`src/rtl/walk_request_bank.sv`:
```
// walk_request_bank: per-channel pedestrian button capture (sync + debounce + sticky flag)
// presented one at a time to the controller through a round-robin valid/ack handshake.
module walk_request_bank #(
  parameter int unsigned NUM_CH     = 4,
  parameter int unsigned DEB_CYCLES = 16,
  parameter int unsigned CNT_W      = 16,
  parameter int unsigned ID_W       = 2
) (
  input  logic              clk,
  input  logic              Reset,
  input  logic [NUM_CH-1:0] WR_Button,
  input  logic [NUM_CH-1:0] WR_Enable,
  input  logic [NUM_CH-1:0] WR_Clear,
  input  logic              WR_Ack,
  output logic              WR_Valid,
  output logic [ID_W-1:0]   WR_Id,
  output logic [NUM_CH-1:0] WR_Pending,
  output logic [ID_W:0]     WR_Count
);

  localparam int unsigned      CNT_OUT_W = ID_W + 1;
  localparam logic [CNT_W-1:0] DEB_LAST  = CNT_W'(DEB_CYCLES - 1);
  localparam logic [ID_W-1:0]  LAST_CH   = ID_W'(NUM_CH - 1);

  logic [NUM_CH-1:0] sync_q1;
  logic [NUM_CH-1:0] sync_q2;
  logic [NUM_CH-1:0] deb_q;
  logic [NUM_CH-1:0] deb_dly_q;
  logic [CNT_W-1:0]  deb_cnt [NUM_CH];

  logic [NUM_CH-1:0] pend_q;
  logic [ID_W-1:0]   ptr_q;

  logic [NUM_CH-1:0] press_evt;
  logic              handshake;
  logic [NUM_CH-1:0] clr_mask;
  logic [NUM_CH-1:0] pend_next;
  logic [ID_W-1:0]   ptr_next;
  logic [ID_W-1:0]   sel_id;
  logic [CNT_OUT_W-1:0] ones;

  // Two-flop synchroniser followed by a per-channel stability counter.
  always_ff @(posedge clk or posedge Reset) begin
    if (Reset) begin
      sync_q1   <= '0;
      sync_q2   <= '0;
      deb_q     <= '0;
      deb_dly_q <= '0;
      for (int unsigned ch = 0; ch < NUM_CH; ch++) begin
        deb_cnt[ch] <= '0;
      end
    end else begin
      sync_q1   <= WR_Button;
      sync_q2   <= sync_q1;
      deb_dly_q <= deb_q;
      for (int unsigned ch = 0; ch < NUM_CH; ch++) begin
        if (sync_q2[ch] == deb_q[ch]) begin
          deb_cnt[ch] <= '0;
        end else if (deb_cnt[ch] == DEB_LAST) begin
          deb_q[ch]   <= sync_q2[ch];
          deb_cnt[ch] <= '0;
        end else begin
          deb_cnt[ch] <= deb_cnt[ch] + CNT_W'(1);
        end
      end
    end
  end

  // A press is a debounced rising edge on an enabled channel; held buttons give one event.
  assign press_evt = deb_q & ~deb_dly_q & WR_Enable;
  assign WR_Valid  = |pend_q;
  assign handshake = WR_Valid & WR_Ack;

  // Round-robin pick: first pending channel scanning upward from the pointer, wrapping.
  always_comb begin
    int unsigned    scan;
    logic [ID_W-1:0] scan_id;
    logic           found;
    sel_id  = '0;
    scan    = 0;
    scan_id = '0;
    found   = 1'b0;
    for (int unsigned i = 0; i < NUM_CH; i++) begin
      scan = 32'(ptr_q) + i;
      if (scan >= NUM_CH) begin
        scan = scan - NUM_CH;
      end
      scan_id = ID_W'(scan);
      if (!found && pend_q[scan_id]) begin
        sel_id = scan_id;
        found  = 1'b1;
      end
    end
  end

  // Next pending flags and pointer; a same-cycle press overrides any clear.
  always_comb begin
    clr_mask = WR_Clear;
    ptr_next = ptr_q;
    if (handshake) begin
      clr_mask[sel_id] = 1'b1;
      ptr_next = (sel_id == LAST_CH) ? '0 : sel_id + ID_W'(1);
    end
    pend_next = (pend_q & ~clr_mask) | press_evt;
  end

  // Pending flags and round-robin pointer registers.
  always_ff @(posedge clk or posedge Reset) begin
    if (Reset) begin
      pend_q <= '0;
      ptr_q  <= '0;
    end else begin
      pend_q <= pend_next;
      ptr_q  <= ptr_next;
    end
  end

  // Population count of the pending flags.
  always_comb begin
    ones = '0;
    for (int unsigned i = 0; i < NUM_CH; i++) begin
      ones = ones + CNT_OUT_W'(pend_q[i]);
    end
  end

  assign WR_Id      = sel_id;
  assign WR_Pending = pend_q;
  assign WR_Count   = ones;

endmodule

```
`config.mk`:
```
export PLATFORM = sky130hd
export DESIGN_NAME = walk_request_bank
export DESIGN_NICKNAME = d
export VERILOG_FILES = /design/src/rtl/walk_request_bank.sv
export SDC_FILE = /design/constraint.sdc
export NUM_CORES = 1
export LEC_CHECK = 0
export ABC_AREA = 1
export BUFFER_PORTS_ARGS = -buffer_cell sky130_fd_sc_hd__buf_2
export CAP_MARGIN = 20
export CORE_MARGIN = 10
export CORE_UTILIZATION = 45
export CTS_CLUSTER_DIAMETER = 200
export CTS_CLUSTER_SIZE = 10
export DETAILED_ROUTE_END_ITERATION = 8
export GPL_TIMING_DRIVEN = 0
export SYNTH_ARGS = -nofsm -noshare
export SYNTH_HDL_FRONTEND = slang
export SYNTH_SLANG_ARGS = --single-unit
```
`constraint.sdc`:
```
create_clock -name clk -period 3.2 [get_ports clk]
set_input_delay 0.48 -clock clk [delete_from_list [all_inputs] [get_ports clk]]
set_output_delay 0.48 -clock clk [all_outputs]
set_load 0.005 [all_outputs]
```
* After elaboration in Yosys (flattened, before gate mapping) *
Cells that the tools add are included.

storage, ports and cells
  register bits after elaboration = 86
  latch bits = 0
  bits in writable memories = 0
  bits in read-only memories = 0
  input port bits = 15
  output and inout port bits = 10
  logic and storage cells = 102
  memories = 0

cells by class
  add/subtract/negate cells = 15
  multipliers = 0
  divide/modulo/power cells = 0
  $lt $le $gt $ge = 10
  equality and inequality tests = 9
  shifts and indexed selects = 0
  multiplexer cells = 31
  bitwise logic cells = 12
  reduce and logical (&&, ||, !) cells = 12

operator list
  operator               count
  $mux 16                8
  $add 16x1->16 const B  4
  $eq 16x4->1 const B    4
  $mux 2                 9
  $lt 2x3->1 const B     5
  $and 4x4->4            3
  $ge 3x3->1 const B     3
  $bmux 1 s2             4
  $mux 1                 8
  $not 4->4              2
  $or 4x4->4             2
  $reduce_and 2->1       4
  $sub 2x1->2 const B    4
  $add 2x2->3 const B    2
  $eq 1x1->1             4
  $logic_and 1x1->1      4
  $mux 4                 1
  $not 1->1              4
  $reduce_or 4->1        1
  $add 2x1->3            1
  $add 2x1->3 const B    1
  $add 3x1->3            1
  $ge 2x3->1 const B     1
  $logic_not 1->1        3
  6 further kinds        6

* Depth between registers and ports, before layout *
Gate-level depths: netlist of run 1.

  depth after elaboration = 23
  depth in mapped cells = 13
  mapped depth without buffers = 13

* Worst setup path after synthesis of run 1 *
Ideal clock, no wire load.

  path kind = register to output
  start = register pend_q[0], in the netlist WR_Pending[0]
  end = output WR_Count[1]
  arrival = 1.464 ns
  required time = 2.720 ns
  slack = 1.256 ns
  cell stages (with the launch flop) = 6
  path buffers = 0
  cells stage by stage = dfrtp_1 inv_1 fa_1 inv_1 ha_1 ha_1

on the way
  cells in the longest elaborated chain, start to end = 3

ends and longest elaborated chain
  element                 line  source
  from (decl)             31    logic [NUM_CH-1:0] pend_q;
  from (signal assigned)  113   pend_q <= pend_next;
  $add 1x1->2             122   ones = ones + CNT_OUT_W'(pend_q[i]);
  $add 2x1->3             122
  $add 3x1->3             122
  to (decl)               18    output logic [ID_W:0] WR_Count

Every way passes these cells.

* Final worst setup path of run 1 *
Ends and elaborated chain as after synthesis.

==> impl.org, run 1 <==
** Detailed routing
- The first routing iteration left 148 violations.
- Post-DRT Antenna Nets :: 0
- Summing over every cut layer, the via total after detailed routing is between 3000 and 4000.
- After detailed routing, the number of remaining DRC violations is 0.
- For this run, the detailed router's first-pass iteration total came to 4.
- In the routed layout, each cell is associated on average with a via count of 4.84.
- After detailed routing, the total wire length is 8.46 mm.
- WL per Instance :: ~12 um

** Clock network
- Clock edge transition at the registers on the reported setup and hold paths :: 0.08 ns
- The root buffer cell chosen for the clock tree is clkbuf_8.
- Number of buffers inserted by post-CTS setup repair :: 0
- Clock latency on the worst-skew pair, taken at its later pin, is roughly 0.35 ns.
- Post-cts hold buffer count :: 0
- Num CTS Buffers :: 9
- Quantity of gates resized following cts :: 0
- Counting every sink on the clock net gives between 80 and 90.
- Number of levels the H-tree was split into :: 3
- Maximum buffer depth of the clock tree :: 2
- Clock tree from TritonCTS :: done

** Setup path
- Launching element type of the critical path :: flop
- For the worst setup path, the data arrival time is just over 2 ns.
- At the worst endpoint, the required time is 2.72 ns.
- The critical path is of the reg -> out type.
- In this run the worst path has a maximum fanout of 4.
- Endpoint class of the critical path :: primary output

** Power and ir drop
- Int Power :: 1.58 mW
- The share of total power dissipated in sequential elements is between 50% and 60%.
- Largest vdd supply drop :: 0.208 mV
- Overall power consumption :: ~2.1 mW
- Total net switching power :: 0.525 mW
- Power spread over the standard cell area amounts to 428 nW/um2.
- Combinational cell fraction of total power :: under 10%
- Of the total power, the clock network draws 37.1%.
- Fraction of power spent switching nets :: 25.0%
- Leak pwr :: roughly 2.3 nW

** Global routing
- The number of antenna violations at the first check in global routing was 0.
- Entering global routing, the biggest net connects 70 pins.
- The number of global-route vias before repair came to 3411.
- The first global-routing pass estimated 15.2 mm of wire.
- Global routing consumed, over all layers together, 12.7% of the routing resources.
- Congestion Overflow GR :: 0

** Timing
- Clk_skew :: 0.00570 ns
- Counting I/O delays and the setup requirement, the final critical path takes approximately 2.5 ns.
- Final critical-path share of the clock period :: between 70% and 80%
- Setup repair after global routing left no endpoint under its margin.
- Relative max-transition margin :: about two thirds
- Final-report setup violation count :: 0
- For the final routed database, the setup TNS stands at 0 ns.
- The final number of hold-violating endpoints is 0.
- Maximum achievable frequency :: 394 MHz
- For the pin with the worst max-slew slack, the measured transition is 0.503 ns.
- The count of final max-slew check failures came to 0.
- Hold is met by 0.0541 ns.

** Layout
- Fill count :: 963
- Fraction of layout instances using a drive strength above 1 :: 14.9%
- Most frequent standard cell in the layout excluding fill and tap cells :: nand2_1
- Area growth, synth to finish :: 11.8%
- Commonest cells after routing, fill and taps aside :: nand2_1, dfrtp_1, nor2_1
- The repair_antennas step left the layout with diodes totalling 0.
- Core utilization of the finished layout :: 51.0%
- Number of nets in the layout :: 583
- Summing all non-filler instances in the final layout gives an area of 4920 um2.

** Placed design
- RePlAce Congestion :: 0.845
- Once detailed placement completed, the half-perimeter wirelength came to between 6 and 7 mm.
- The placed instances occupy a cell area of approximately 4700 um2.
- Port Buffer Count :: 24

** Logic synthesis
- Post-synthesis average cell area :: 8.41 um2
- Share of the synthesized area in the top cell type :: between 40% and 50%
- Area leader, netlist :: dfrtp_1
- Of the synthesized area, sequential elements account for 48.9%.
- Post-synthesis register bit count :: 86
- Cell area after synthesis :: 4400 um2
- Distinct cell type count of the synthesized netlist :: 31
- Synthesis produced 523 cells.
- Mapped Nets :: 547
- By area the synthesized netlist is led by dfrtp_1, nand2_1, nor2_1, inv_1, xor2_1.
- Count of yosys warnings during synthesis :: 0

** Status
- Run status :: complete, no violations

** Floorplanning
- The initialized floorplan defines 36 standard-cell rows.
- After floorplanning, the core was sized to cover 9640 um2.
- I/O pins :: 25
- Measured along the y axis, the die boundary spans 119 um.
- Die area :: about 14000 um2
- Initial cell density of the core :: 45.6%
- Chip width :: 119 um

** Job
- The tool flagged a number of max-cap violations equal to 0.

** Min path
- The worst hold path belongs to the class in -> async.
area by class of cell:
class	instances	area [um2]	area share, %
Buffer	1	11.3	0.229
Clock buffer	13	159	3.23
Inverter	77	292	5.93
Multi-Input combinational cell	359	1950	39.6
Tap cell	133	166	3.39
Clock inverter	3	42.5	0.865
Sequential cell	86	2150	43.8
Timing Repair Buffer	25	148	3.00
power by group through the flow:
| stage | registers, mW | clock network, mW | logic [mW] |
|---|---|---|---|
| finish | 1.14 | 0.781 | 0.185 |
| global route | 1.14 | 0.855 | 0.217 |
| CTS | 1.14 | 0.812 | 0.191 |
| detailed placement | 1.16 | 0 | 0.190 |
| global placement | 1.16 | 0 | 0.181 |
| floorplan | 1.15 | 0 | 0.136 |
cell families (layout without fill, tap and decap cells):
family | after synthesis | in the layout | synth area share (%)
and+or+nand+nor | 275 | 275 | 29.9
DFF | 86 | 86 | 48.9
buffers and inverters | 78 | 119 | 6.83
AOI/OAI and AO/OA | 46 | 46 | 5.63
xor gates and xnor gates | 25 | 25 | 4.98
adders and majority gates | 9 | 9 | 2.73
muxes | 4 | 4 | 1.02
worst max-delay path, cell delays in order, from the launching register on:
cell and delay, ns:
dfrtp_1 0.40, inv_1 0.11, fa_1 0.55, inv_1 0.04, ha_1 0.17, ha_1 0.29, buf_2 0.15
metrics by stage:
step	setup WS, ns	instances
2_1_floorplan	0.498	523
3_3_place_gp	-0.536	680
3_5_place_dp	1.01	681
4_1_cts	0.600	697
5_1_grt	0.542	697
6_report	0.663	697
sequential cells by signal, indices dropped and copies added, names as in the netlist:
signal and flops:
WR_Pending 4, deb_dly_q 4, ptr_q 2, deb_q 4
deb_cnt 64, sync_q1 4, sync_q2 4
worst paths after layout:
check | start | cells past startpoint | slack, ns | end
setup / recovery | WR_Pending[0] | 6 | 0.66 | WR_Count[1]
hold / removal | Reset | 2 | 0.05 | deb_cnt[40]
setup reg to reg | deb_cnt[16] | 8 | 1.23 | deb_cnt[26]
hold reg to reg | sync_q1[1] | 0 | 0.35 | sync_q2[1]
max in group asynchronous | Reset | 3 | 2.55 | deb_cnt[58]
min in group clk | WR_Button[0] | 1 | 0.23 | sync_q1[0]
metal layers:
layer | vias to the layer above | global-route usage (%) | share of wire (%)
met5 | - | 0 | 0
met4 | 0 | 5.27 | 1.8
met3 | 10 | 2.93 | 3.0
met2 | 40 | 19.5 | 44
met1 | 1577 | 17.0 | 51
li1 | 1746 | - | -
synth_stat cells:
library cell	count
dfrtp_1	86
nand2_4	2
nand3_1	35
nor2_2	12
a211oi_1	3
nand2_1	90
ha_1	8
nor4_1	4
o211ai_1	1
mux2_2	4
nor3_1	14
o21ai_0	19
a31oi_1	3
nor3_2	10
fa_1	1
nor2_8	1
nand3b_1	4
buf_6	1
nand2_2	7
nor2_1	80
nand4_1	12
inv_1	73
xnor2_1	4
nand3_2	2
xor2_1	21
a211o_1	1
and3_1	1
o21ai_1	2
nor3b_2	1
inv_2	4
a21oi_1	17
No activity file was read; power rests on OpenSTA's default activity.
==> run 2: changes to the inputs <==
--- a/config.mk
+++ b/config.mk
@@ -5,7 +5,7 @@
 export SDC_FILE = /design/constraint.sdc
 export NUM_CORES = 1
 export LEC_CHECK = 0
-export ABC_AREA = 1
+export ABC_AREA = 0
 export BUFFER_PORTS_ARGS = -buffer_cell sky130_fd_sc_hd__buf_2
 export CAP_MARGIN = 20
 export CORE_MARGIN = 10
==> constraint.sdc (replaced) <==
create_clock -name clk -period 2.6 [get_ports clk]
set_input_delay 0.39 -clock clk [delete_from_list [all_inputs] [get_ports clk]]
set_output_delay 0.39 -clock clk [all_outputs]
set_load 0.005 [all_outputs]
==> impl.org, run 2 <==
** Setup path
- In this run the worst path has a maximum fanout of 5.
- The worst setup path is of the reg -> out kind.
- The worst setup path is launched from a flop.
- In this run the worst setup path terminates at WR_Count[1].
- The worst register-to-register path ends at WR_Pending[1].
- Tracing the worst setup path back leads to its startpoint at WR_Pending[0].
- Endpoint class of the critical path :: primary output
- The number of cells on the worst reg-to-reg path is 7.
- Worst path arrival time :: 2.01 ns
- The startpoint identified for the worst register-to-register timing path is WR_Pending[1].
- For flop-to-flop paths, the worst setup slack is 0.60 ns.
- For the worst setup path, the data required time is about 2.2 ns.

** Logic synthesis
- Dominant cells by area after synthesis :: dfrtp_1, xnor2_1, nor2_1, nor4_1, ha_1
- Sorting the synthesized cells by how often they occur yields dfrtp_1, nor2_1, xnor2_1.
- Of the post-synthesis cell area, the dominant cell type holds a little over half.
- Count of yosys warnings during synthesis :: 0
- In this run, synthesis inferred 0 flip-flops with an integrated enable.
- Synthesis produced a netlist with a net count of 419.
- Synthesis produced a netlist whose cell count is 395.
- The biggest area contributor in the post-synthesis netlist is dfrtp_1.
- Dominant synthesized flop cell :: dfrtp_1
- Post-synthesis register bit count :: 86
- Synthesis instantiated 36 different standard cells from the library.
- For this run, asynchronously set or reset flops after synthesis account for 100%.
- Post-synthesis sequential area ratio :: a little over half
- Post-synthesis average cell area :: 10.4 um2
- dfrtp_1 is the most common cell in the netlist.
- Cell area after synthesis :: 4130 um2

** Clock network
- Cell at the root of the clock tree :: clkbuf_8
- Buffers inserted during clock tree synthesis total 9.
- Maximum buffer depth of the clock tree :: 2
- CTS built an H-tree with a depth of 3.
- Counting every sink on the clock net gives 86.
- After clock tree synthesis, the clock-pin slew on the worst setup and hold paths is 0.08 ns.
- Once the clock tree was built, the setup fixing pass inserted 0 buffers.
- Clock tree from TritonCTS :: done
- In this run, post-CTS repair resized a total of 0 instances.
- Clock insertion delay at the later pin of the skew report :: 0.35 ns
- In this run, post-CTS hold repair placed 0 buffers.

** Detailed routing
- Number of remaining DRC errors :: 0
- The routed layout has 2861 vias.
- Via density per instance :: 5.26
- WL per Instance :: 13.5 um
- After detailed routing, the total wire length is ~7.4 mm.
- Post-DRT Antenna Nets :: 0
- For this block, the initial DRC count from the detailed router was 147.
- The first detailed-routing pass ran for 4 iterations.

** Timing
- Maximum achievable frequency :: 417 MHz
- RSZ-0062 raised after global routing :: false
- The smallest clock period supported by the final layout is computed as roughly 2.4 ns.
- Hold is met by 0.0150 ns.
- Setup violations remaining at the end of the flow were counted as 0.
- Final-report hold violation count :: 0
- Transition at the pin with the smallest max-transition slack :: 0.625 ns
- Final critical-path share of the clock period :: 92.2%
- Clock skew on the completed layout was measured at 0.00853 ns.
- Relative max-transition margin :: 58.1%
- Final TNS setup :: 0 ns
- Slew Limit Fails :: 0

** Power and ir drop
- Power comes to 2.39 mW.
- Largest vdd supply drop :: a little over 0.3 mV
- The analysis attributes to cell leakage a power of between 2 and 2.5 nW.
- Dividing total power by cell area gives a power density of between 500 and 600 nW/um2.

** Floorplanning
- In this run the standard cell core region covers between 8000 and 9000 um2.
- Die area :: 13400 um2
- The initial utilization of the core area, before any placement, comes to between 40 and 50%.
- The floorplan has 34 rows.
- Chip width :: around 120 um
- Height of the die :: between 100 and 150 um
- I/O pins :: 25

** Status
- The run finished with clean final reports.

** Placed design
- Port Buffer Count :: 24
- RePlAce Congestion :: 0.845
- Dpl hpwl :: 5.21 mm

** Layout
- Compared with the post-synthesis result, the final layout area differs by 11.8%.
- Fill cells in the final layout number 814.
- Core utilization of the finished layout :: 52.4%
- Number of nets in the layout :: 456
- Leaving out fill and tap cells, the most frequent cell in the layout is dfrtp_1.
- The register with the most flip-flops in the layout has 64 of them.
- Commonest cells after routing, fill and taps aside :: dfrtp_1, nor2_1, xnor2_1
- Register ranked first by flip-flop count :: deb_cnt
- Diodes inserted :: 0
- Fraction of layout instances using a drive strength above 1 :: 15.6%

** Global routing
- The number of antenna violations at the first check in global routing is 0.
- Via count of the first global-routing pass :: 2767
- Entering global routing, the biggest net connects 39 pins.
- Global routing used 12.1% of the available tracks.
- Global-route wire length before repair :: 13.2 mm
- For this run the aggregate overflow at the end of global routing stands at 0.

** Job
- The tool flagged a number of max-cap violations equal to 0.

** Min path
- Hold crit path type :: in -> async
-- run 2: changes by cell type after synthesis, sizes merged, moves of 4 or more --
cell    delta
nand4b     +4
xnor2     +46
xor2      -13
nor3      -10
a21oi     -12
o21ai     -17
inv       -52
nor4      +28
nand2     -76
nand3     -19
nor2      -20
-- run 2: cell families after synthesis --
group                      synth area share (%)
DFF                                        52.2
adders and majority gates                  2.91
buffers and inverters                      3.00
AOI/OAI and AO/OA                          3.12
muxes                                      1.09
xor gates and xnor gates                   12.3
and+or+nand+nor                            25.4
-- run 2: layer usage --
metal	vias up	GRT usage, %	wire [um]
li1	1432	-	-
met4	0	3.75	79
met5	-	0	0
met2	39	17.7	3210
met1	1383	16.8	3740
met3	7	3.62	329
-- run 2: power breakdown --
group	switching, mW	internal [mW]	leakage [nW]	total [mW]
combinational	0.0606	0.0377	0.732	0.0983
clock	0.451	0.459	0.102	0.909
sequential	0.0237	1.36	1.17	1.39
-- run 2: worst min-delay path by stage --
stage,start,endpoint
after floorplan,sync_q1[0],sync_q2[0]
final,Reset,deb_cnt[58]
after CTS,Reset,sync_q2[0]
after detailed placement,sync_q1[1],sync_q2[1]
after global placement,sync_q1[3],sync_q2[3]
after global routing,Reset,deb_cnt[58]
-- run 2: area by class of cell --
type | instances | area [um2] | area share [%]
Buffer | 4 | 30.0 | 0.651
Clock buffer | 10 | 138 | 2.98
Clock inverter | 5 | 50.0 | 1.09
Inverter | 25 | 97.6 | 2.12
Multi-Input combinational cell | 280 | 1850 | 40.1
Sequential cell | 86 | 2150 | 46.7
Tap cell | 108 | 135 | 2.93
Timing Repair Buffer | 26 | 160 | 3.47
-- run 2: stage by stage --
step | instances | setup slack, ns | area (um2)
after floorplan | 395 | 0.730 | 4130
after global placement | 527 | 0.582 | 4380
after detailed placement | 529 | 0.558 | 4420
after CTS | 544 | 0.165 | 4610
after global routing | 544 | 0.0867 | 4610
final | 544 | 0.202 | 4610
-- run 2: worst max-delay path, stage by stage (launching register included) --
cell and delay (ns):
dfrtp_1 0.42, inv_1 0.11, fa_1 0.54, inv_1 0.04, ha_1 0.17, ha_1 0.26, buf_2 0.13
